==> src/rtl/d_sram_to_sram_like.sv <==
// Data-side bridge: turns the core's single-cycle SRAM port into a req/addr_ok/data_ok
// transaction and stalls the pipeline until the transfer has completed.
module d_sram_to_sram_like #(
    parameter int ADDR_WIDTH = 32,
    parameter int DATA_WIDTH = 32,
    parameter bit READ_ALIGN = 1'b1
) (
    input  logic                    clk,
    input  logic                    rst,
    input  logic                    data_sram_en,
    input  logic [DATA_WIDTH/8-1:0] data_sram_wen,
    input  logic [ADDR_WIDTH-1:0]   data_sram_addr,
    input  logic [DATA_WIDTH-1:0]   data_sram_wdata,
    output logic [DATA_WIDTH-1:0]   data_sram_rdata,
    output logic                    d_stall,
    input  logic                    longest_stall,
    output logic                    data_req,
    output logic                    data_wr,
    output logic [1:0]              data_size,
    output logic [ADDR_WIDTH-1:0]   data_addr,
    output logic [DATA_WIDTH-1:0]   data_wdata,
    input  logic                    data_addr_ok,
    input  logic                    data_data_ok,
    input  logic [DATA_WIDTH-1:0]   data_rdata
);
    typedef enum logic [1:0] {IDLE, WAIT_DATA, DONE} state_t;

    state_t                  state_q, state_d;
    logic [DATA_WIDTH-1:0]   rdata_q, rdata_d;
    logic                    req;

    // Transfer size from the byte-enable pattern; reads and odd patterns use a full word.
    function automatic logic [1:0] size_of(input logic [DATA_WIDTH/8-1:0] wen);
        case (wen)
            4'b0001, 4'b0010, 4'b0100, 4'b1000: size_of = 2'd0;
            4'b0011, 4'b1100:                   size_of = 2'd1;
            default:                            size_of = 2'd2;
        endcase
    endfunction

    always_ff @(posedge clk) begin
        if (rst) begin
            state_q <= IDLE;
            rdata_q <= '0;
        end else begin
            state_q <= state_d;
            rdata_q <= rdata_d;
        end
    end

    always_comb begin
        state_d = state_q;
        rdata_d = rdata_q;
        req     = 1'b0;
        case (state_q)
            IDLE: begin
                req = data_sram_en;
                if (data_sram_en && data_addr_ok) begin
                    if (data_data_ok) begin
                        state_d = DONE;
                        rdata_d = data_rdata;
                    end else begin
                        state_d = WAIT_DATA;
                    end
                end
            end
            WAIT_DATA: begin
                // The core may drop en here; the accepted transfer still runs to completion.
                if (data_data_ok) begin
                    state_d = DONE;
                    rdata_d = data_rdata;
                end
            end
            DONE: begin
                if (!longest_stall) state_d = IDLE;
            end
            default: state_d = IDLE;
        endcase
    end

    assign data_req        = req & ~rst;
    assign d_stall         = ~rst & (((state_q == IDLE) & data_sram_en) | (state_q == WAIT_DATA));
    assign data_sram_rdata = rdata_q;
    assign data_wr         = |data_sram_wen;
    assign data_wdata      = data_sram_wdata;
    assign data_size       = size_of(data_sram_wen);
    assign data_addr       = (!data_wr && READ_ALIGN) ? {data_sram_addr[ADDR_WIDTH-1:2], 2'b00}
                                                      : data_sram_addr;
endmodule

==> config.mk <==
export PLATFORM = sky130hd
export DESIGN_NAME = d_sram_to_sram_like
export DESIGN_NICKNAME = d
export VERILOG_FILES = /design/src/rtl/d_sram_to_sram_like.sv
export SDC_FILE = /design/constraint.sdc
export NUM_CORES = 1
export LEC_CHECK = 0
export ABC_CLOCK_PERIOD_IN_PS = 1100
export CORE_ASPECT_RATIO = 1.75
export CORE_MARGIN = 2
export CORE_UTILIZATION = 27
export DETAILED_ROUTE_END_ITERATION = 6
export HOLD_SLACK_MARGIN = 0.08
export PLACE_DENSITY = 0.78
export SKIP_LAST_GASP = 1
export SYNTH_ARGS = -nofsm -noshare
export SYNTH_HDL_FRONTEND = slang
export SYNTH_SLANG_ARGS = --single-unit
==> constraint.sdc <==
create_clock -name clk -period 1.1 [get_ports clk]
set_input_delay 0.165 -clock clk [delete_from_list [all_inputs] [get_ports clk]]
set_output_delay 0.165 -clock clk [all_outputs]
set_load 0.02 [all_outputs]
==> out/metrics.cfg, run 1 <==
[yosys]
ys_types = 21
syn_inst = 221
ys_seq_elements = 34
ys_top_cells_by_area = dfxtp_1, buf_4, nand2b_1
yosysWarningCount = 0
yosysTopAreaCell = dfxtp_1
synth_top_area_share_pct = 32.6
netlist_area_sq_um = 2090
yosysSeqAreaShare_pct = 32.6
synth_nets = 327
avgSynthCellArea_sq_um = 9.45

[setup_path]
critPathKind = flop to flop
cp_cell_sequence = buf_6 > a21oi_2 > nor3b_4 > buf_6 > buf_12 > mux2i_1
crit_family = buffers and inverters
r2r-start = state_q[0]$_SDFFE_PP0P_
reg2reg_depth = 6
slowest_stage = dfxtp_2
crit_fanout = 9
worstPathRequired_ns = 1.30
critical_path.most_common_cell = buf_6
rr_endpoint = data_sram_rdata[19]$_SDFFE_PP0P_
rrSetupSlack_ns = -0.18
critical_path_arrival_ns = 1.48
cp_slowest_stage_delay_ns = 0.35
end_kind = flop
path_buf_inv = 3
startpoint_type = flop

[clock_tree]
hold_buffers = 0
clk_latency_ns = 0.28
cts_buffers = 5
cts_tree = done
clk_pin_slew_ns = 0.05
cts_sinks = 34
clockBufferDepth = 2
h-tree-depth = 2
root_buffer = clkbuf_16

[global_route]
grt_pass1_wl_um = 7440
met1_usage_pct = 10.7
grt-ovfl-total = 0
top_usage_layer = met2
antenna_found_initial = 0
grtUsageMet3_pct = 3.00
gr-usage-all-layers_pct = 11.6
grtUsageMet2_pct = 18.9
grt_pass1_vias = 1499
grt_start_max_net_pins = 67

[sta]
final.period_utilization_pct = 117
setup_viol = 35
hold_viol_final = 0
timing.fmax_ghz = 0.779
relSlewSlack_pct = 70.6
tightest_slew_ns = 0.441
setup_ws_ns = -0.184
fin_tns_setup_ns = -4.77
skew_ns = 0.00429
fin_hold_ws_ns = 0.330
min_period_ns = 1.28
maxSlewViolCount = 0
rsz0062_at_grt = true

[power_and_ir_drop]
p_leak_nw = 1.07
netSwitchingFraction_pct = 23.9
internal-power_mw = 2.54
power_frac_comb_pct = 18.5
design_power_total_mw = 3.34
clockPowerShare_pct = 42.0
vdd_drop_max_mv = 0.853
power_density_nw_per_um2 = 1250
seq_power_share_pct = 39.5
p_sw_uw = 798

[run]
cap_violations = 0

[floorplan]
initial_utilization_pct = 27.8
die_area_sq_um = 8490
core_area_sq_um = 7510
rows = 42
ioPinCount = 207
die_w_um = 70.5
chipHeight_um = 120

[cells_and_area]
fillers = 772
layout-drive-gt1-share_pct = 29.8
diodes = 0
multi_input_area_sq_um = 881
final_cell_mix = nand2b_1, clkdlybuf4s50_1, mux2i_1, dfxtp_1, clkbuf_2
layout.nets = 357
final-seq-area_sq_um = 686
area_growth_pct = 27.8
final_common_cell = nand2b_1
fin_cells = 340

[worst_hold_path]
worstHoldEndpoint = data_addr[16]
holdCritStartpoint = data_sram_addr[16]
hold_path_class = primary input to primary output
whs_path_depth = 0

[placed_design]
post-place-cells = 326
place.gp.congestion = 0.685
port_buffers = 82
place_ws_ns = -0.759
dp_hpwl_um = 3370

[route]
ant_nets = 0
vias = 1503
viasPerCell = 4.42
first_pass_iters = 2
wire_per_inst_um = 14.3
wirelength_um = 4880
drcViolationCount = 0
drt-initial-drc-count = 20

[status]
status = finished with violations
violations = negative setup slack

==> worst register-to-register path, stage by stage, from the launching register on <==
cell	delay [ns]
dfxtp_2	0.35
buf_6	0.10
a21oi_2	0.04
nor3b_4	0.21
buf_6	0.17
buf_12	0.15
mux2i_1	0.21
==> synthesized netlist by cell type <==
master and number:
nor2b_1 2, inv_1 1, o21ba_2 1, xnor2_1 1, nand2b_1 64, nor3_1 1
a21oi_2 1, nor4b_1 1, and3b_1 1, nor2_1 3, buf_4 64, buf_2 1
buf_6 1, nand3_1 2, nand2_1 1, buf_12 3, clkbuf_1 4, mux2i_1 32
nor3b_2 1, dfxtp_1 34, nor4_1 2
==> how the worst max path moves through the flow <==
stage | from | end | slack (ns) | depth (start not counted)
floorplan | state_q[0]$_SDFFE_PP0P_ | data_sram_rdata[0]$_SDFFE_PP0P_ | -0.006 | 5
global placement | data_sram_wen[1] | data_addr[0] | -0.69 | 5
detailed placement | data_sram_wen[1] | data_addr[0] | -0.76 | 5
CTS | state_q[0]$_SDFFE_PP0P_ | data_sram_rdata[19]$_SDFFE_PP0P_ | -0.21 | 6
global route | state_q[0]$_SDFFE_PP0P_ | data_sram_rdata[15]$_SDFFE_PP0P_ | -0.24 | 6
finish | state_q[0]$_SDFFE_PP0P_ | data_sram_rdata[19]$_SDFFE_PP0P_ | -0.18 | 6
==> logic make-up (layout without fill, tap and decap cells) <==
kind of cell | Yosys count | count (layout) | synth area share [%]
compound gates | 2 | 2 | 0.898
xor+xnor | 1 | 1 | 0.419
buf+inv | 74 | 105 | 27.5
flops | 34 | 34 | 32.6
mux | 32 | 32 | 15.3
simple gates | 78 | 78 | 23.2
==> power by group through the flow <==
stage,Sequential [mW],Combinational [mW],Clock (mW)
after floorplan,1.40,0.572,0
after global placement,1.34,0.618,0
after detailed placement,1.34,0.626,0
after CTS,1.32,0.636,1.48
after global routing,1.32,0.666,1.52
final,1.32,0.618,1.40
==> cell type report <==
type / instances / share of cell area, %
Sequential cell: 34 / 25.7
Clock buffer: 7 / 5.34
Tap cell: 88 / 4.12
Multi-Input combinational cell: 113 / 33.0
Timing Repair Buffer: 96 / 31.5
Clock inverter: 1 / 0.187
Inverter: 1 / 0.141
==> metrics by stage <==
| stage | util [%] | area (sq um) |
|---|---|---|
| global route | 35.5 | 2670 |
| finish | 35.5 | 2670 |
| floorplan | - | 2100 |
| global placement | 33.8 | 2540 |
| CTS | 36.8 | 2770 |
| detailed placement | 33.8 | 2540 |
==> per-layer routing <==
metal,routed length (um),part of all wire [%],vias to the layer above
met5,0,0,-
met4,454,9.3,0
met3,443,9.1,63
met2,2440,50,76
met1,1540,31,666
li1,-,-,698
==> registers in the layout, summed over array words and instances, names as in the netlist <==
register,count
state_q,2
data_sram_rdata,32
==> repair_timing <==
item / CTS / global route
pin swaps: 5 / 4
buffers inserted: 3 / 2
setup endpoints to repair: 72 / 66
gates cloned: 2 / 0
gates resized for setup: 127 / 45
No activity file was read; power rests on OpenSTA's default activity.
==> run 2, diff against run 1 <==
Settings changed: SETUP_SLACK_MARGIN set to 0.3.
==> run 2 against run 1 <==
Against the previous run:
- the flow still finishes with violations (negative setup slack)
- sequential share of layout area decreased by 2.7 points
- combinational power rose by 26%
- via count grew 3.8%
- maximum frequency grew 0.60%
- clock skew decreased by 0.0024 ns
- global-route usage is 1.4 points higher
- sequential power barely moved
- setup slack better by 0.0077 ns
- core utilization rose by 6.5 points
- final cell count grew 5.0%
- hold slack worse by 0.089 ns
- clock power up 14%
- largest power group unchanged
==> out/metrics.cfg, run 2 (synthesized netlist as in run 1, its figures left out) <==
[status]
status = finished with violations
violations = negative setup slack

[cells_and_area]
largest_reg_flops = 32
final_cell_mix = nand2b_1, buf_6, clkdlybuf4s50_1
area_growth_pct = 51.2
layout.nets = 374
final_common_cell = nand2b_1
fin_area_sq_um = 3160
fillers = 721
diodes = 0
layout-drive-gt1-share_pct = 47.6
final_core_util_pct = 42.0

[clock_tree]
clk_pin_slew_ns = 0.05
cts_tree = done
clockBufferDepth = 2
clk_latency_ns = 0.28
h-tree-depth = 2
cts_sinks = 34
root_buffer = clkbuf_16
cts_buffers = 5

[global_route]
grt_pass1_vias = 1632
grt_pass1_wl_um = 8270
gr-usage-all-layers_pct = 13.0
antenna_found_initial = 0
grt-ovfl-total = 0
grt_start_max_net_pins = 64

[floorplan]
chipHeight_um = 120
die_w_um = 70.5
rows = 42
initial_utilization_pct = 27.8
core_area_sq_um = 7510
die_area_sq_um = 8490
ioPinCount = 207

[route]
wire_per_inst_um = 15.2
drcViolationCount = 0
viasPerCell = 4.37
drt-initial-drc-count = 20
wirelength_um = 5430
vias = 1560
ant_nets = 0
first_pass_iters = 3

[sta]
min_period_ns = 1.28
relSlewSlack_pct = 71.2
setup_viol = 35
timing.fmax_ghz = 0.784
maxSlewViolCount = 0
hold_viol_final = 0
tightest_slew_ns = 0.431
rsz0062_at_grt = true
final.period_utilization_pct = 116
skew_ns = 0.00190
setup_ws_ns = -0.176

[power_and_ir_drop]
power_density_nw_per_um2 = 1170
p_leak_nw = 1.29
vdd_drop_max_mv = 0.808

[setup_path]
worstPathRequired_ns = 1.30
critPathKind = flop to flop
crit_fanout = 8
end_kind = flop
cp-startpoint = state_q[1]$_SDFFE_PP0P_
r2r-start = state_q[1]$_SDFFE_PP0P_
startpoint_type = flop
critical_path_arrival_ns = 1.48

[placed_design]
port_buffers = 82
dp_hpwl_um = 3500
place.gp.congestion = 0.694
placed_area_sq_um = 2550

[run]
cap_violations = 0

[worst_hold_path]
hold_path_class = primary input to flop
holdCritStartpoint = rst

==> run 2: cell types whose count changed in the layout (fill, tap and decap cells not counted), sizes merged <==
cell           previous run  this run
buf                      27        75
dlymetal6s2s              0         2
clkbuf                   32         5
clkdlybuf4s50            37        34
clkinv                    1         2
dlygate4sd2               1         2
clkdlybuf4s15             6         0
bufinv                    0         1
==> run 2: final timing paths <==
path / endpoint / slack (ns) / cells past startpoint
hold reg to reg: data_sram_rdata[15]$_SDFFE_PP0P_ / 0.47 / 2
setup reg to reg: data_sram_rdata[26]$_SDFFE_PP0P_ / -0.18 / 6
setup / recovery: data_sram_rdata[26]$_SDFFE_PP0P_ / -0.18 / 6
hold / removal: state_q[0]$_SDFFE_PP0P_ / 0.24 / 3
==> run 2: repair_timing <==
item                       CTS  global route
hold buffers                 0             0
setup buffers               10            10
gates resized for setup    302            17
pin swaps                   10             4
setup endpoints to repair   73            73
cloned                       4             0
==> run 2: routing by layer <==
metal / global-route usage, % / wire length [um]
met5: 0 / 0
met4: 13.5 / 489
met3: 3.25 / 446
met2: 23.3 / 2940
met1: 10.7 / 1550
==> run 2: worst max-delay path, cell delays in order, from the launching register on <==
cell and delay [ns]:
dfxtp_2 0.33, buf_6 0.12, nor3b_4 0.17, buf_6 0.14, buf_6 0.12, buf_12 0.13, mux2i_1 0.18
==> run 2: final cells by class <==
type                            instances  area [sq um]  area share, %
Inverter                                1          3.75          0.119
Sequential cell                        34           726           23.0
Clock inverter                          3          40.0           1.27
Tap cell                               88           110           3.49
Multi-Input combinational cell        113           912           28.9
Clock buffer                            5           125           3.96
Timing Repair Buffer                  113          1240           39.3
==> run 2: stage by stage <==
stage	total power, mW	TNS, ns	hold slack, ns	std cells	setup slack [ns]
detailed placement	1.98	-22.12	0.330	325	-0.740
floorplan	1.98	0	0.236	221	0.0311
CTS	3.75	-5.55	0.249	347	-0.190
finish	3.70	-5.08	0.241	357	-0.176
global placement	1.97	-21.13	0.330	325	-0.705
global route	3.88	-7.35	0.269	357	-0.263
==> run 2: power breakdown <==
part           leakage, nW  switching, mW  total [mW]  internal, mW
Combinational        0.916          0.293       0.780         0.487
Clock               0.0836          0.530        1.59          1.06
Sequential           0.292         0.0401        1.34          1.30
Total                 1.29          0.863        3.70          2.84
